<file path="src/rtl/regfile_mp_if.sv">
// Register-file port bundle: read addresses/data, two write ports, issue scoreboard
// inputs and the architectural a0/a1/a7 taps.
interface regfile_mp_if #(
    parameter int ADDRESS_WIDTH = 5,
    parameter int DATA_WIDTH    = 32,
    parameter int NUM_READ      = 2
);
    logic [NUM_READ*ADDRESS_WIDTH-1:0] AD;
    logic [NUM_READ*DATA_WIDTH-1:0]    RD;
    logic [NUM_READ-1:0]               RD_busy;

    logic                     WE3;
    logic [ADDRESS_WIDTH-1:0] AD3;
    logic [DATA_WIDTH-1:0]    WD3;

    logic                     WE4;
    logic [ADDRESS_WIDTH-1:0] AD4;
    logic [DATA_WIDTH-1:0]    WD4;

    logic                     issue_valid;
    logic [ADDRESS_WIDTH-1:0] issue_rd;

    logic [DATA_WIDTH-1:0]    a0;
    logic [DATA_WIDTH-1:0]    a1;
    logic [DATA_WIDTH-1:0]    a7;

    // Decode/writeback side drives requests and observes results.
    modport master (
        output AD, WE3, AD3, WD3, WE4, AD4, WD4, issue_valid, issue_rd,
        input  RD, RD_busy, a0, a1, a7
    );

    // Register file side.
    modport slave (
        input  AD, WE3, AD3, WD3, WE4, AD4, WD4, issue_valid, issue_rd,
        output RD, RD_busy, a0, a1, a7
    );
endinterface

</file>
<file path="src/rtl/regfile_mp.sv">
// Multi-port register file with two write ports and a per-register busy scoreboard.
// Define REGFILE_BYPASS_EN for same-cycle write-to-read forwarding.
module regfile_mp #(
    parameter int ADDRESS_WIDTH = 5,
    parameter int DATA_WIDTH    = 32,
    parameter int NUM_READ      = 2
) (
    input  logic         clk,
    input  logic         rst_n,
    regfile_mp_if.slave  bus
);
    localparam int unsigned DEPTH = 1 << ADDRESS_WIDTH;

    logic [DATA_WIDTH-1:0] regs [DEPTH];
    logic [DEPTH-1:0]      busy;

    // Entry 0 is never written, so it stays at its reset value of zero.
    always_ff @(posedge clk or negedge rst_n) begin
        if (!rst_n) begin
            for (int unsigned r = 0; r < DEPTH; r++) begin
                regs[r] <= '0;
            end
            busy <= '0;
        end else begin
            for (int unsigned r = 1; r < DEPTH; r++) begin
                if (bus.WE4 && bus.AD4 == ADDRESS_WIDTH'(r)) begin
                    regs[r] <= bus.WD4;
                end else if (bus.WE3 && bus.AD3 == ADDRESS_WIDTH'(r)) begin
                    regs[r] <= bus.WD3;
                end

                // A new producer issued this cycle outranks a retiring older write.
                if (bus.issue_valid && bus.issue_rd == ADDRESS_WIDTH'(r)) begin
                    busy[r] <= 1'b1;
                end else if ((bus.WE3 && bus.AD3 == ADDRESS_WIDTH'(r)) ||
                             (bus.WE4 && bus.AD4 == ADDRESS_WIDTH'(r))) begin
                    busy[r] <= 1'b0;
                end
            end
        end
    end

    for (genvar g = 0; g < NUM_READ; g++) begin : g_read
        logic [ADDRESS_WIDTH-1:0] addr;
        logic [DATA_WIDTH-1:0]    data;
        logic                     bsy;

        assign addr = bus.AD[g*ADDRESS_WIDTH +: ADDRESS_WIDTH];

        always_comb begin
            data = regs[addr];
            bsy  = busy[addr];
`ifdef REGFILE_BYPASS_EN
            if (bus.WE4 && bus.AD4 == addr) begin
                data = bus.WD4;
                bsy  = bus.issue_valid && bus.issue_rd == addr;
            end else if (bus.WE3 && bus.AD3 == addr) begin
                data = bus.WD3;
                bsy  = bus.issue_valid && bus.issue_rd == addr;
            end
`endif
            if (addr == '0) begin
                data = '0;
                bsy  = 1'b0;
            end
        end

        assign bus.RD[g*DATA_WIDTH +: DATA_WIDTH] = data;
        assign bus.RD_busy[g]                     = bsy;
    end

    // Architectural taps come straight from storage, never forwarded.
    assign bus.a0 = regs[10];
    assign bus.a1 = regs[11];
    assign bus.a7 = regs[17];
endmodule

</file>
<file path="src/flat_wrapper.sv">
// flat-port wrapper written by rule: the top's interface ports become plain ports
module regfile_mp_flat 
#(
    parameter int ADDRESS_WIDTH = 5,
    parameter int DATA_WIDTH    = 32,
    parameter int NUM_READ      = 2
)
  (clk, rst_n, bus_AD, bus_WE3, bus_AD3, bus_WD3, bus_WE4, bus_AD4, bus_WD4, bus_issue_valid, bus_issue_rd, bus_RD, bus_RD_busy, bus_a0, bus_a1, bus_a7);
  regfile_mp_if #(.ADDRESS_WIDTH(ADDRESS_WIDTH), .DATA_WIDTH(DATA_WIDTH), .NUM_READ(NUM_READ)) bus_i ();
  input  logic clk;
  input  logic rst_n;
  input wire logic [$bits(bus_i.AD)-1:0] bus_AD;
  input wire logic [$bits(bus_i.WE3)-1:0] bus_WE3;
  input wire logic [$bits(bus_i.AD3)-1:0] bus_AD3;
  input wire logic [$bits(bus_i.WD3)-1:0] bus_WD3;
  input wire logic [$bits(bus_i.WE4)-1:0] bus_WE4;
  input wire logic [$bits(bus_i.AD4)-1:0] bus_AD4;
  input wire logic [$bits(bus_i.WD4)-1:0] bus_WD4;
  input wire logic [$bits(bus_i.issue_valid)-1:0] bus_issue_valid;
  input wire logic [$bits(bus_i.issue_rd)-1:0] bus_issue_rd;
  output wire logic [$bits(bus_i.RD)-1:0] bus_RD;
  output wire logic [$bits(bus_i.RD_busy)-1:0] bus_RD_busy;
  output wire logic [$bits(bus_i.a0)-1:0] bus_a0;
  output wire logic [$bits(bus_i.a1)-1:0] bus_a1;
  output wire logic [$bits(bus_i.a7)-1:0] bus_a7;
  assign bus_i.AD = bus_AD;
  assign bus_i.WE3 = bus_WE3;
  assign bus_i.AD3 = bus_AD3;
  assign bus_i.WD3 = bus_WD3;
  assign bus_i.WE4 = bus_WE4;
  assign bus_i.AD4 = bus_AD4;
  assign bus_i.WD4 = bus_WD4;
  assign bus_i.issue_valid = bus_issue_valid;
  assign bus_i.issue_rd = bus_issue_rd;
  assign bus_RD = bus_i.RD;
  assign bus_RD_busy = bus_i.RD_busy;
  assign bus_a0 = bus_i.a0;
  assign bus_a1 = bus_i.a1;
  assign bus_a7 = bus_i.a7;
  regfile_mp #(.ADDRESS_WIDTH(ADDRESS_WIDTH), .DATA_WIDTH(DATA_WIDTH), .NUM_READ(NUM_READ)) u_core (.clk(clk), .rst_n(rst_n), .bus(bus_i));
endmodule
</file>
<file path="config.mk">
export PLATFORM = sky130hd
export DESIGN_NAME = regfile_mp_flat
export DESIGN_NICKNAME = d
export VERILOG_FILES = /design/src/rtl/regfile_mp_if.sv /design/src/rtl/regfile_mp.sv /design/src/flat_wrapper.sv
export SDC_FILE = /design/constraint.sdc
export NUM_CORES = 2
export LEC_CHECK = 0
export CAP_MARGIN = 20
export CORE_MARGIN = 8
export CORE_UTILIZATION = 45
export CTS_BUF_LIST = sky130_fd_sc_hd__clkbuf_16
export DETAILED_ROUTE_END_ITERATION = 10
export PLACE_DENSITY = 0.7
export RECOVER_POWER = 100
export SYNTH_ARGS = -nofsm -noshare
export SYNTH_HDL_FRONTEND = slang
export SYNTH_SLANG_ARGS = --single-unit
</file>
<file path="constraint.sdc">
create_clock -name clk -period 2.6 [get_ports clk]
set_clock_uncertainty 0.1 [all_clocks]
set_input_delay 0.26 -clock clk [delete_from_list [all_inputs] [get_ports clk]]
set_output_delay 0.26 -clock clk [all_outputs]
set_load 0.01 [all_outputs]
</file>
=== Word-level counts from Yosys, hierarchy flattened ===
Cells that the tools add are included.

* Magnitude comparators: 4
* Equality and inequality tests: 93
* Mux-type cells: 138
* Bitwise gates (word level): 2
* Reduce and logical (&&, ||, !) cells: 188

{| class="wikitable"
|+ Operators by type and width
! operator !! number
|-
| 32-bit 2-to-1 mux || 68
|-
| 32-bit binary-select mux with 5-bit select || 2
|-
| 5-bit equality test, second input constant || 48
|-
| 2-bit nonzero test || 62
|-
| 5-bit by 4-bit equality test with 1-bit output, second input constant || 24
|-
| 1-bit logical AND || 93
|-
| 1-bit 2-to-1 mux || 66
|-
| 5-bit by 3-bit equality test with 1-bit output, second input constant || 12
|-
| 1-bit logical OR || 31
|-
| 5-bit by 2-bit equality test with 1-bit output, second input constant || 6
|-
| 5-bit by 1-bit equality test with 1-bit output, second input constant || 3
|-
| 6-bit >= comparator, second input constant || 2
|-
| 5-bit by 6-bit less-than comparator with 1-bit output, second input constant || 2
|-
| 5-bit NOT with 6-bit output || 2
|-
| 1-bit binary-select mux with 5-bit select || 2
|-
| 5-bit zero test || 2
|}

* Bits in registers: 1023
* Input bits: 94
* Output and inout port bits: 162

=== Logic depth before layout (Yosys ltp) ===
* Depth after elaboration: 5
* Gate-level depth with buffers: 9
* Gate-level depth less buffers: 5

=== Least setup slack after synthesis ===
Ideal clock, no wire load.

* Path kind: input port to output port
* Start point: input bus_AD[6]
* End point: output bus_RD_busy[1]
* Arrival time: 1.773 ns
* Required time: 2.240 ns
* Path slack: 0.467 ns
* Stages on the path: 7
* Cells stage by stage: buf_4 > buf_2 > mux4_2 > mux2_2 > o22ai_1 > nor3_1 > buf_4

* Word-level cells in the longest chain between the ends: 3

{| class="wikitable"
|+ RTL lines
! item !! line !! text
|-
| from (decl) || flat_wrapper.sv:12 || <nowiki>input wire logic [$bits(bus_i.AD)-1:0] bus_AD;</nowiki>
|-
| 1-bit binary-select mux with 5-bit select || regfile_mp.sv:52 || <nowiki>bsy = busy[addr];</nowiki>
|-
| 1-bit 2-to-1 mux (not written as such) || regfile_mp.sv:52 ||
|-
| 1-bit 2-to-1 mux (*) || regfile_mp.sv:62 || <nowiki>if (addr == '0) begin</nowiki>
|-
| to (decl) || flat_wrapper.sv:22 || <nowiki>output wire logic [$bits(bus_i.RD_busy)-1:0] bus_RD_busy;</nowiki>
|}

Every way passes the cells marked *; elsewhere a longest branch is shown, timed or not. The select of a mux whose other input is x is not followed.

=== Worst setup path after layout ===
* Start point: register u_core.regs (netlist bit u_core.bus.a1[11])
* End point: output bus_RD[43]

* Word-level cells in the longest chain between the ends: 4

{| class="wikitable"
|+ RTL lines
! item !! line !! text
|-
| from (decl) || regfile_mp.sv:14 || <nowiki>logic [DATA_WIDTH-1:0] regs [DEPTH];</nowiki>
|-
| from (signal, indexed assignment) || regfile_mp.sv:27 || <nowiki>regs[r] <= bus.WD4;</nowiki>
|-
| from (signal, indexed assignment) || regfile_mp.sv:29 || <nowiki>regs[r] <= bus.WD3;</nowiki>
|-
| 32-bit binary-select mux with 5-bit select || regfile_mp.sv:51 || <nowiki>data = regs[addr];</nowiki>
|-
| 32-bit 2-to-1 mux (not written as such) (2 in a row) || regfile_mp.sv:51 ||
|-
| 32-bit 2-to-1 mux || regfile_mp.sv:62 ||
|-
| to (decl) || flat_wrapper.sv:21 || <nowiki>output wire logic [$bits(bus_i.RD)-1:0] bus_RD;</nowiki>
|}

Every way passes these cells. The select of a mux whose other input is x is not followed.

==> out/qor.txt <==
status = finished, violations left
failing checks = capacitance limit, slew limit, setup timing
most frequent cells in the layout = mux2i_1, dfrtp_1, nor2_1
asr flop ratio synth = 100%
relative slew slack = -44.8%
Pint = 37900 µW
Crit Path Category = register to output port
post-synthesis register bit count = 1023
sequential area share after synthesis = 39.6%
CTS buffer count = 113
gr usage total = 32.7%
DRC Markers = 0
synthesized area = 64600 µm²
initial DRC count = 7636
crit-path cells = mux4_2 -> mux2_4 -> o22ai_4 -> nor3_2 -> buf_2
final RePlAce weighted congestion = 0.994
Top Ports = 256
vias in the first global route = 57508
routed vias/inst = 6.55
ys flop type = dfrtp_1
crit path DAT = 2.61 ns
Sw Share = 34.6%
Clock Latency Late Sink = 0.78 ns
P&R area growth vs syn = 21.0%
largest net degree at the start of global routing = 136
HPWL after DPL = 174000 µm
kind of cell adding the most delay to the critical path = multiplexers
sequential share of power = 41.5%
slowest cell on the critical path = dfrtp_1
Post-synth EDFFs = 0
FP Rows = 139
max-cap viol count = 5
Mapped Avg Cell Area = 9.70 µm²
global-route wire length before repair = 389000 µm
maximum single-stage delay on the critical path = 0.50 ns
share of post-route cells with drive strength above 1 = 21.9%
worst min-delay path class = primary input to register
pwr dens = 742 nW/µm²
ANT nets after route = 0
Tmin final = 2.97 ns
crit start category = register
H-tree level count = 3
core area = 143000 µm²
cells after synthesis = 6660
Syn Nets = 6754
Max Root-Sink Buffers = 3
CTS root buf = clkbuf_16
post-synth cell types = 43
worst slew pin tran = 2.17 ns
number of setup violations in the final report = 224
leakage = 0.0359 µW
sw power = 20100 µW
Buf/Inv on CP = 1
grt total ovfl = 0
setup ws final = -0.374 ns
final setup TNS = -29.33 ns
TritonRoute pass-1 iters = 8
final WL = 268000 µm
highest clock rate = 336 MHz
drt wl/cell = 30.1 µm
port bufs = 255
initial antenna violation count = 13
Worst setup EP type = output port
Worst Path Required = 2.24 ns
Sink Count = 1023
Logic pwr share = 31.1%
routed vias = 58247
hold_ws = 0.258 ns
clock group share of total power = 27.4%
Final period util = 114%
most common cell after layout, fill and taps aside = mux2i_1
Die W = 395 µm
RSZ-0062 raised after global routing = yes
CTS clk-pin slew, worst paths = 0.07 ns
CTS tree = done
die area = 156000 µm²
Pins Over Slew Limit = 335
Max Fanout on Critical Path = 3
die height = 395 µm
Fin. Hold Viols = 0
initial core utilization = 45.2%
VDD IR max = 0.646 mV
synth warn = 33
Final nets = 6979
[worst min-delay path: stages]
cell and delay [ns]:
clkdlybuf4s50_1 0.40, buf_4 0.26, nand2_1 0.09, o21ai_0 0.07
[stage by stage]
step / instance area (µm²) / power (µW) / util [%] / setup WS (ns) / cells
final: 78100 / 58000 / 54.7 / -0.374 / 8888
after global routing: 78100 / 60100 / 54.6 / -0.378 / 8882
after CTS: 78600 / 57200 / 55.0 / -0.327 / 8877
after detailed placement: 73300 / 40300 / 51.2 / -1.08 / 8653
after global placement: 73300 / 39600 / 51.2 / -1.07 / 8653
after floorplan: 64600 / 33300 / - / 0.467 / 6660
[cells in the mapped netlist (all sizes together) (2+ instances only)]
cell type	n	area [µm²]
a221oi	130	1140
clkbuf	490	1840
a21oi	513	2570
nor4	4	43.8
mux4	132	2970
nor3	237	1210
nor2	550	2110
dfrtp	1023	25600
and2	7	43.8
o21ai	494	2470
a32o	18	180
nand2	558	2090
mux2	159	1790
nand2b	22	138
or2	8	50.1
o31ai	2	15.0
nor2b	12	75.1
o22ai	327	2050
buf	362	2150
inv	8	30.0
mux2i	1593	15900
[registers in the layout, summed over array words and instances (netlist names)]
register / count
u_core.bus.a7: 32
u_core.bus.a1: 32
u_core.busy: 31
u_core.bus.a0: 32
u_core.regs: 896
[power by group through the flow]
stage | Sequential, µW | Clock [µW] | Combinational [µW]
5_1_grt | 24300 | 16500 | 19200
4_1_cts | 23700 | 15900 | 17600
2_1_floorplan | 22700 | 0 | 10600
3_5_place_dp | 24000 | 0 | 16400
6_report | 24000 | 15900 | 18000
3_3_place_gp | 23700 | 0 | 15900
[layout make-up]
cell class / instances / area, µm²
Multi-Input combinational cell: 4777 / 37600
Clock inverter: 92 / 658
Tap cell: 1903 / 2380
Fill cell: 12199 / 64800
Timing Repair Buffer: 962 / 8920
Clock buffer: 115 / 2880
Antenna cell: 8 / 20.0
Inverter: 8 / 30.0
Sequential cell: 1023 / 25600
[path summary, 6_finish.rpt]
path	startpoint	to	slack [ns]	cells after the start
setup / recovery	u_core.bus.a1[11]	bus_RD[43]	-0.37	5
hold / removal	bus_WD4[10]	u_core.regs[362]	0.26	4
setup reg to reg	u_core.bus.a1[16]	u_core.bus.a1[16]	1.37	5
hold reg to reg	u_core.busy[13]	u_core.busy[13]	0.45	2
max in group asynchronous	rst_n	u_core.bus.a0[18]	-0.18	4
min in group asynchronous	rst_n	u_core.regs[225]	0.65	3
[layer usage]
metal	part of all wire, %	GRT usage (%)
met2	44	48.8
met4	7.5	21.4
met3	13	10.2
met1	36	40.9
met5	0.025	0
[repair_timing]
action                                  CTS  global route
hold buffers                              2             0
endpoints found under the hold margin   937             0
endpoints found under the setup margin   66            66
pin swaps                               106            64
setup buffers                            59            12
gates resized for setup                 648            92
[kinds of logic (layout without fill, tap and decap cells)]
family / after synthesis / in the layout / synth area share, %
DFF: 1023 / 1023 / 39.6
muxes: 1884 / 1884 / 32.1
AOI/OAI and AO/OA: 1487 / 1487 / 13.1
and+or+nand+nor: 1406 / 1406 / 9.00
other: 0 / 8 / 0
buffers and inverters: 860 / 1177 / 6.22
Power figures use the tool's default switching activity.
